<file path="config.mk">
export PLATFORM = sky130hd
export DESIGN_NAME = stream_mux_arb
export DESIGN_NICKNAME = d
export VERILOG_FILES = /design/src/rtl/stream_mux_arb.sv
export SDC_FILE = /design/constraint.sdc
export NUM_CORES = 1
export LEC_CHECK = 0
export BUFFER_PORTS_ARGS = -buffer_cell sky130_fd_sc_hd__buf_2
export CAP_MARGIN = 15
export CORE_UTILIZATION = 40
export CTS_BUF_LIST = sky130_fd_sc_hd__clkbuf_2 sky130_fd_sc_hd__clkbuf_4 sky130_fd_sc_hd__clkbuf_8
export DETAILED_ROUTE_END_ITERATION = 6
export PLACE_DENSITY = 0.83
export SYNTH_ARGS = -nofsm -noshare
export SYNTH_HDL_FRONTEND = slang
export SYNTH_SLANG_ARGS = --single-unit
</file>
<file path="constraint.sdc">
create_clock -name clk -period 2.53 [get_ports clk]
set_input_delay 0 -clock clk [delete_from_list [all_inputs] [get_ports clk]]
set_output_delay 0 -clock clk [all_outputs]
set_load 0.1 [all_outputs]
</file>
<file path="src/rtl/stream_mux_arb.sv">
// stream_mux_arb: registered CH-to-1 stream multiplexer with valid/ready
// handshaking. The winning channel is chosen either by an external fixed
// select (mode=0) or by a round-robin arbiter (mode=1). The winning word is
// moved into a single-entry output register.
module stream_mux_arb #(
   parameter  int N    = 32,
   parameter  int CH   = 4,
   localparam int SELW = $clog2(CH)
) (
   input  logic              clk,
   input  logic              rst_n,
   input  logic [CH*N-1:0]   in_data,
   input  logic [CH-1:0]     in_valid,
   output logic [CH-1:0]     in_ready,
   input  logic              mode,
   input  logic [SELW-1:0]   sel,
   output logic [N-1:0]      out_data,
   output logic              out_valid,
   output logic [SELW-1:0]   out_ch,
   input  logic              out_ready
);

   localparam int            CHP  = 1 << SELW;
   localparam logic [SELW:0] CH_W = (SELW+1)'(CH);

   // Valid vector padded to a power of two, so a select that names a
   // non-existent channel reads as "not valid" instead of out of range.
   logic [CHP-1:0]  valid_ext;

   logic [SELW-1:0] rr_ptr;
   logic [SELW-1:0] rr_idx;
   logic            rr_found;
   logic [SELW:0]   cand;

   logic            grant_vld;
   logic [SELW-1:0] grant_idx;
   logic [SELW-1:0] rr_next;
   logic [N-1:0]    data_sel;
   logic            can_load;

   logic [N-1:0]    data_p1;
   logic [SELW-1:0] ch_p1;
   logic            vld_p1;

   assign valid_ext = CHP'(in_valid);
   assign can_load  = !vld_p1 || out_ready;
   assign rr_next   = (grant_idx == SELW'(CH - 1)) ? '0 : grant_idx + SELW'(1);

   assign out_data  = data_p1;
   assign out_ch    = ch_p1;
   assign out_valid = vld_p1;

   // Round-robin search: first valid channel at or after rr_ptr, modulo CH.
   always_comb begin
      rr_found = 1'b0;
      rr_idx   = '0;
      cand     = '0;
      for (int i = 0; i < CH; i++) begin
         cand = {1'b0, rr_ptr} + (SELW+1)'(i);
         if (cand >= CH_W) begin
            cand = cand - CH_W;
         end
         if (!rr_found && valid_ext[cand[SELW-1:0]]) begin
            rr_found = 1'b1;
            rr_idx   = cand[SELW-1:0];
         end
      end
   end

   // Grant selection: fixed select or round-robin winner.
   always_comb begin
      grant_vld = 1'b0;
      grant_idx = '0;
      if (mode) begin
         grant_vld = rr_found;
         grant_idx = rr_idx;
      end else begin
         grant_vld = valid_ext[sel];
         grant_idx = sel;
      end
   end

   // One-hot ready towards the granted channel, forced low during reset.
   always_comb begin
      in_ready = '0;
      if (rst_n && can_load && grant_vld) begin
         in_ready[grant_idx] = 1'b1;
      end
   end

   // Data mux for the granted channel; feeds only the output register.
   always_comb begin
      data_sel = in_data[0 +: N];
      for (int k = 0; k < CH; k++) begin
         if (grant_idx == SELW'(k)) begin
            data_sel = in_data[k*N +: N];
         end
      end
   end

   // ---- stage p1: output register and round-robin pointer ----
   always_ff @(posedge clk or negedge rst_n) begin
      if (!rst_n) begin
         vld_p1  <= 1'b0;
         data_p1 <= '0;
         ch_p1   <= '0;
         rr_ptr  <= '0;
      end else if (can_load) begin
         if (grant_vld) begin
            vld_p1  <= 1'b1;
            data_p1 <= data_sel;
            ch_p1   <= grant_idx;
            if (mode) begin
               rr_ptr <= rr_next;
            end
         end else begin
            vld_p1 <= 1'b0;
         end
      end
   end

endmodule

</file>
==> results.json <==
{
  "synth-edff-count": 0,
  "final_common_cell": "buf_2",
  "drt-total-wl_um": 7970,
  "min_period_over_period_pct": 101,
  "crit_path_start_kind": "register",
  "h-tree-depth": 2,
  "cts_buffer_depth": 2,
  "fin_area_mm2": 0.00420,
  "clk_pin_slew_ps": 70,
  "io_pins": 177,
  "synthArstFlopShare_pct": 100,
  "status": "complete, but fails checks",
  "yosysTopAreaCell": "dfrtp_1",
  "fin_nets": 590,
  "rsz0062_at_grt": "true",
  "via_per_inst": 5.06,
  "required_ps": 2690,
  "violations": "negative setup slack",
  "die-height_um": 85.5,
  "syn-num-nets": 402,
  "worstMarginPinSlew_ps": 764,
  "hp-class": "in2reg",
  "cts_buffers": 5,
  "cp.arrival_ps": 2710,
  "area_delta_synth_final_pct": 50.8,
  "cp_slowest_stage_delay_ps": 440,
  "finClkSkew_ps": 3.83,
  "grt_pass1_wl_um": 11900,
  "clockRootBuffer": "clkbuf_8",
  "synth_seq_cells": 37,
  "leakage_nw": 2.08,
  "rows": 30,
  "drtIter0Drc": 74,
  "syn_inst": 260,
  "antenna_left": 0,
  "dp_hpwl_um": 6020,
  "fin_crit_ps": 2550,
  "yosys.area_share.xor_xnor_pct": 0,
  "die-area_mm2": 0.00731,
  "syn_area_mm2": 0.00279,
  "grt_max_degree": 35,
  "synthTopCellsByArea": "dfrtp_1 (33%), mux2_2 (16%), mux2_4 (14%), mux2i_1 (12%), o21ai_0 (6.5%)",
  "routedWlPerCell_um": 15.1,
  "syn_avg_cell_area_um2": 10.7,
  "ys_warn_count": 0,
  "layout_common_cells": "buf_2 (172), mux2_2 (39), dfrtp_1 (35), mux2i_1 (33), nand2_1 (33)",
  "fill_cells": 552,
  "die-width_um": 85.5,
  "yosys.area.top_type_share_pct": 33.2,
  "grt_usage_pct": 20.5,
  "setup_viol": 8,
  "setup_ws_ps": -20.4,
  "slew_headroom_pct": 49.0,
  "port_buffers": 176,
  "gp_congestion": 0.920,
  "yosys.area_share.simple_pct": 8.57,
  "p_per_area_mw_per_mm2": 1210,
  "fmax_mhz": 392,
  "end_kind": "register",
  "gr-total-overflow": 0,
  "path_max_fanout": 7,
  "place_area_mm2": 0.00394,
  "synthFlopType": "dfrtp_1",
  "drive_above_1_share_pct": 65.0,
  "antennaDiodeCount": 0,
  "yosysUniqueCellTypes": 30,
  "start_util_pct": 41.3,
  "crit_type": "reg2reg",
  "grt_pass1_vias": 2668,
  "cts_tree": "yes",
  "drv_cap": 0,
  "finalHoldViolations": 0,
  "synth_top_family_by_area": "multiplexers",
  "crit_path_cell_trace": "buf_4 > a32o_2 > a31o_2 > or2_4 > ha_4 > clkbuf_16 > mux2i_1 > o21ai_1 > mux2_2 > mux2_4",
  "vias": 2678,
  "drc": 0,
  "cts.sinks": 37,
  "ir_worst_vdd_v": 0.000782,
  "insertion_delay_ps": 280,
  "synth_compound_area_share_pct": 9.83,
  "crit_slowest_cell": "dfrtp_2",
  "fin_util_pct": 62.2,
  "yosys-mux-area-fraction_pct": 42.8,
  "grt_antenna_before_repair": 0,
  "slew_violations": 0,
  "synthAdderAreaFrac_pct": 1.80,
  "yosysSeqAreaShare_pct": 33.2,
  "post-place-ws_ps": -97.2,
  "drt_first_pass_iters": 4,
  "coreArea_mm2": 0.00676
}
## cell usage after synthesis, types with 2 or more instances
master    number
ha_1           4
nand2_1       33
mux2_2        40
inv_1          3
clkbuf_1      11
nor2_1         4
nor2b_1        3
nand2b_1       3
buf_6          3
buf_2          3
dfrtp_1       37
mux2i_1       33
mux2_4        26
and3_1         4
or2_2          2
o21ai_0       36
o31ai_1        2
## path summary, 6_finish.rpt
path	startpoint	to	slack, ps	cells past startpoint
max in group asynchronous	rst_n	rr_ptr[0]	1630	3
setup reg to reg	rr_ptr[0]	out_data[28]	-20	10
hold reg to reg	out_data[1]	out_data[1]	500	1
hold / removal	in_data[109]	out_data[13]	70	3
setup / recovery	rr_ptr[0]	out_data[28]	-20	10
min in group asynchronous	rst_n	out_data[7]	240	2
## flip-flops by register name (all words and copies together) (netlist names)
name	flops
out_data	32
rr_ptr	2
out_valid	1
out_ch	2
## logic make-up after synthesis
logic type	count (synthesis)
mux	100
compound gates	46
simple gates	52
flops	37
fa+ha+maj	4
buf+inv	21
## metal layers
layer / part of all wire (%) / vias to the layer above / wire length, um / GRT usage, %
li1: - / 1307 / - / -
met1: 42 / 1274 / 3320 / 23.7
met2: 52 / 87 / 4130 / 37.3
met3: 5.7 / 10 / 453 / 5.64
met4: 0.93 / 0 / 74 / 5.45
met5: 0 / - / 0 / 0
## worst max-delay path: cells and delay by family, from the launching register on
family / cells / cell delay, ps
adder cells (fa/ha/maj): 1 / 220
buffers and inverters: 2 / 330
multiplexers: 3 / 680
AO/OA/AOI/OAI: 3 / 520
flip-flops: 1 / 440
AND/OR/NAND/NOR: 1 / 240
## area by class of cell
type / instances / area [um2] / share of cell area (%)
clock buffers: 7 / 90.1 / 2.14
multi-input cells: 202 / 1810 / 43.2
flip-flops and latches: 37 / 928 / 22.1
repair buffers: 199 / 1230 / 29.3
clock inverters: 1 / 30.0 / 0.714
well taps: 80 / 100 / 2.38
inverters: 3 / 11.3 / 0.268
## through the flow
step           hold WS (ps)  TNS, ps  cells  total power, mW
2_1_floorplan          -296        0    260             3.75
4_1_cts                63.2     -150    525             5.01
6_report               73.7    -90.3    529             5.09
5_1_grt                69.6    -2240    529             5.30
3_3_place_gp          -4.06    -80.0    513             4.37
3_5_place_dp           10.8    -1970    513             4.43
## power breakdown
group	internal, mW	switching (mW)	total, mW	leakage [nW]
logic	1.05	2.51	3.55	1.59
clock network	0.332	0.202	0.534	0.0619
registers	0.848	0.155	1.00	0.436
## timing repair
item,CTS,global route
pin swaps,2,8
hold buffers,1,0
gates cloned,0,2
endpoints found under the setup margin,32,35
buffers inserted,3,2
resized for setup,11,32
endpoints found under the hold margin,20,0
Note: power is estimated with default switching activity, not from simulation.
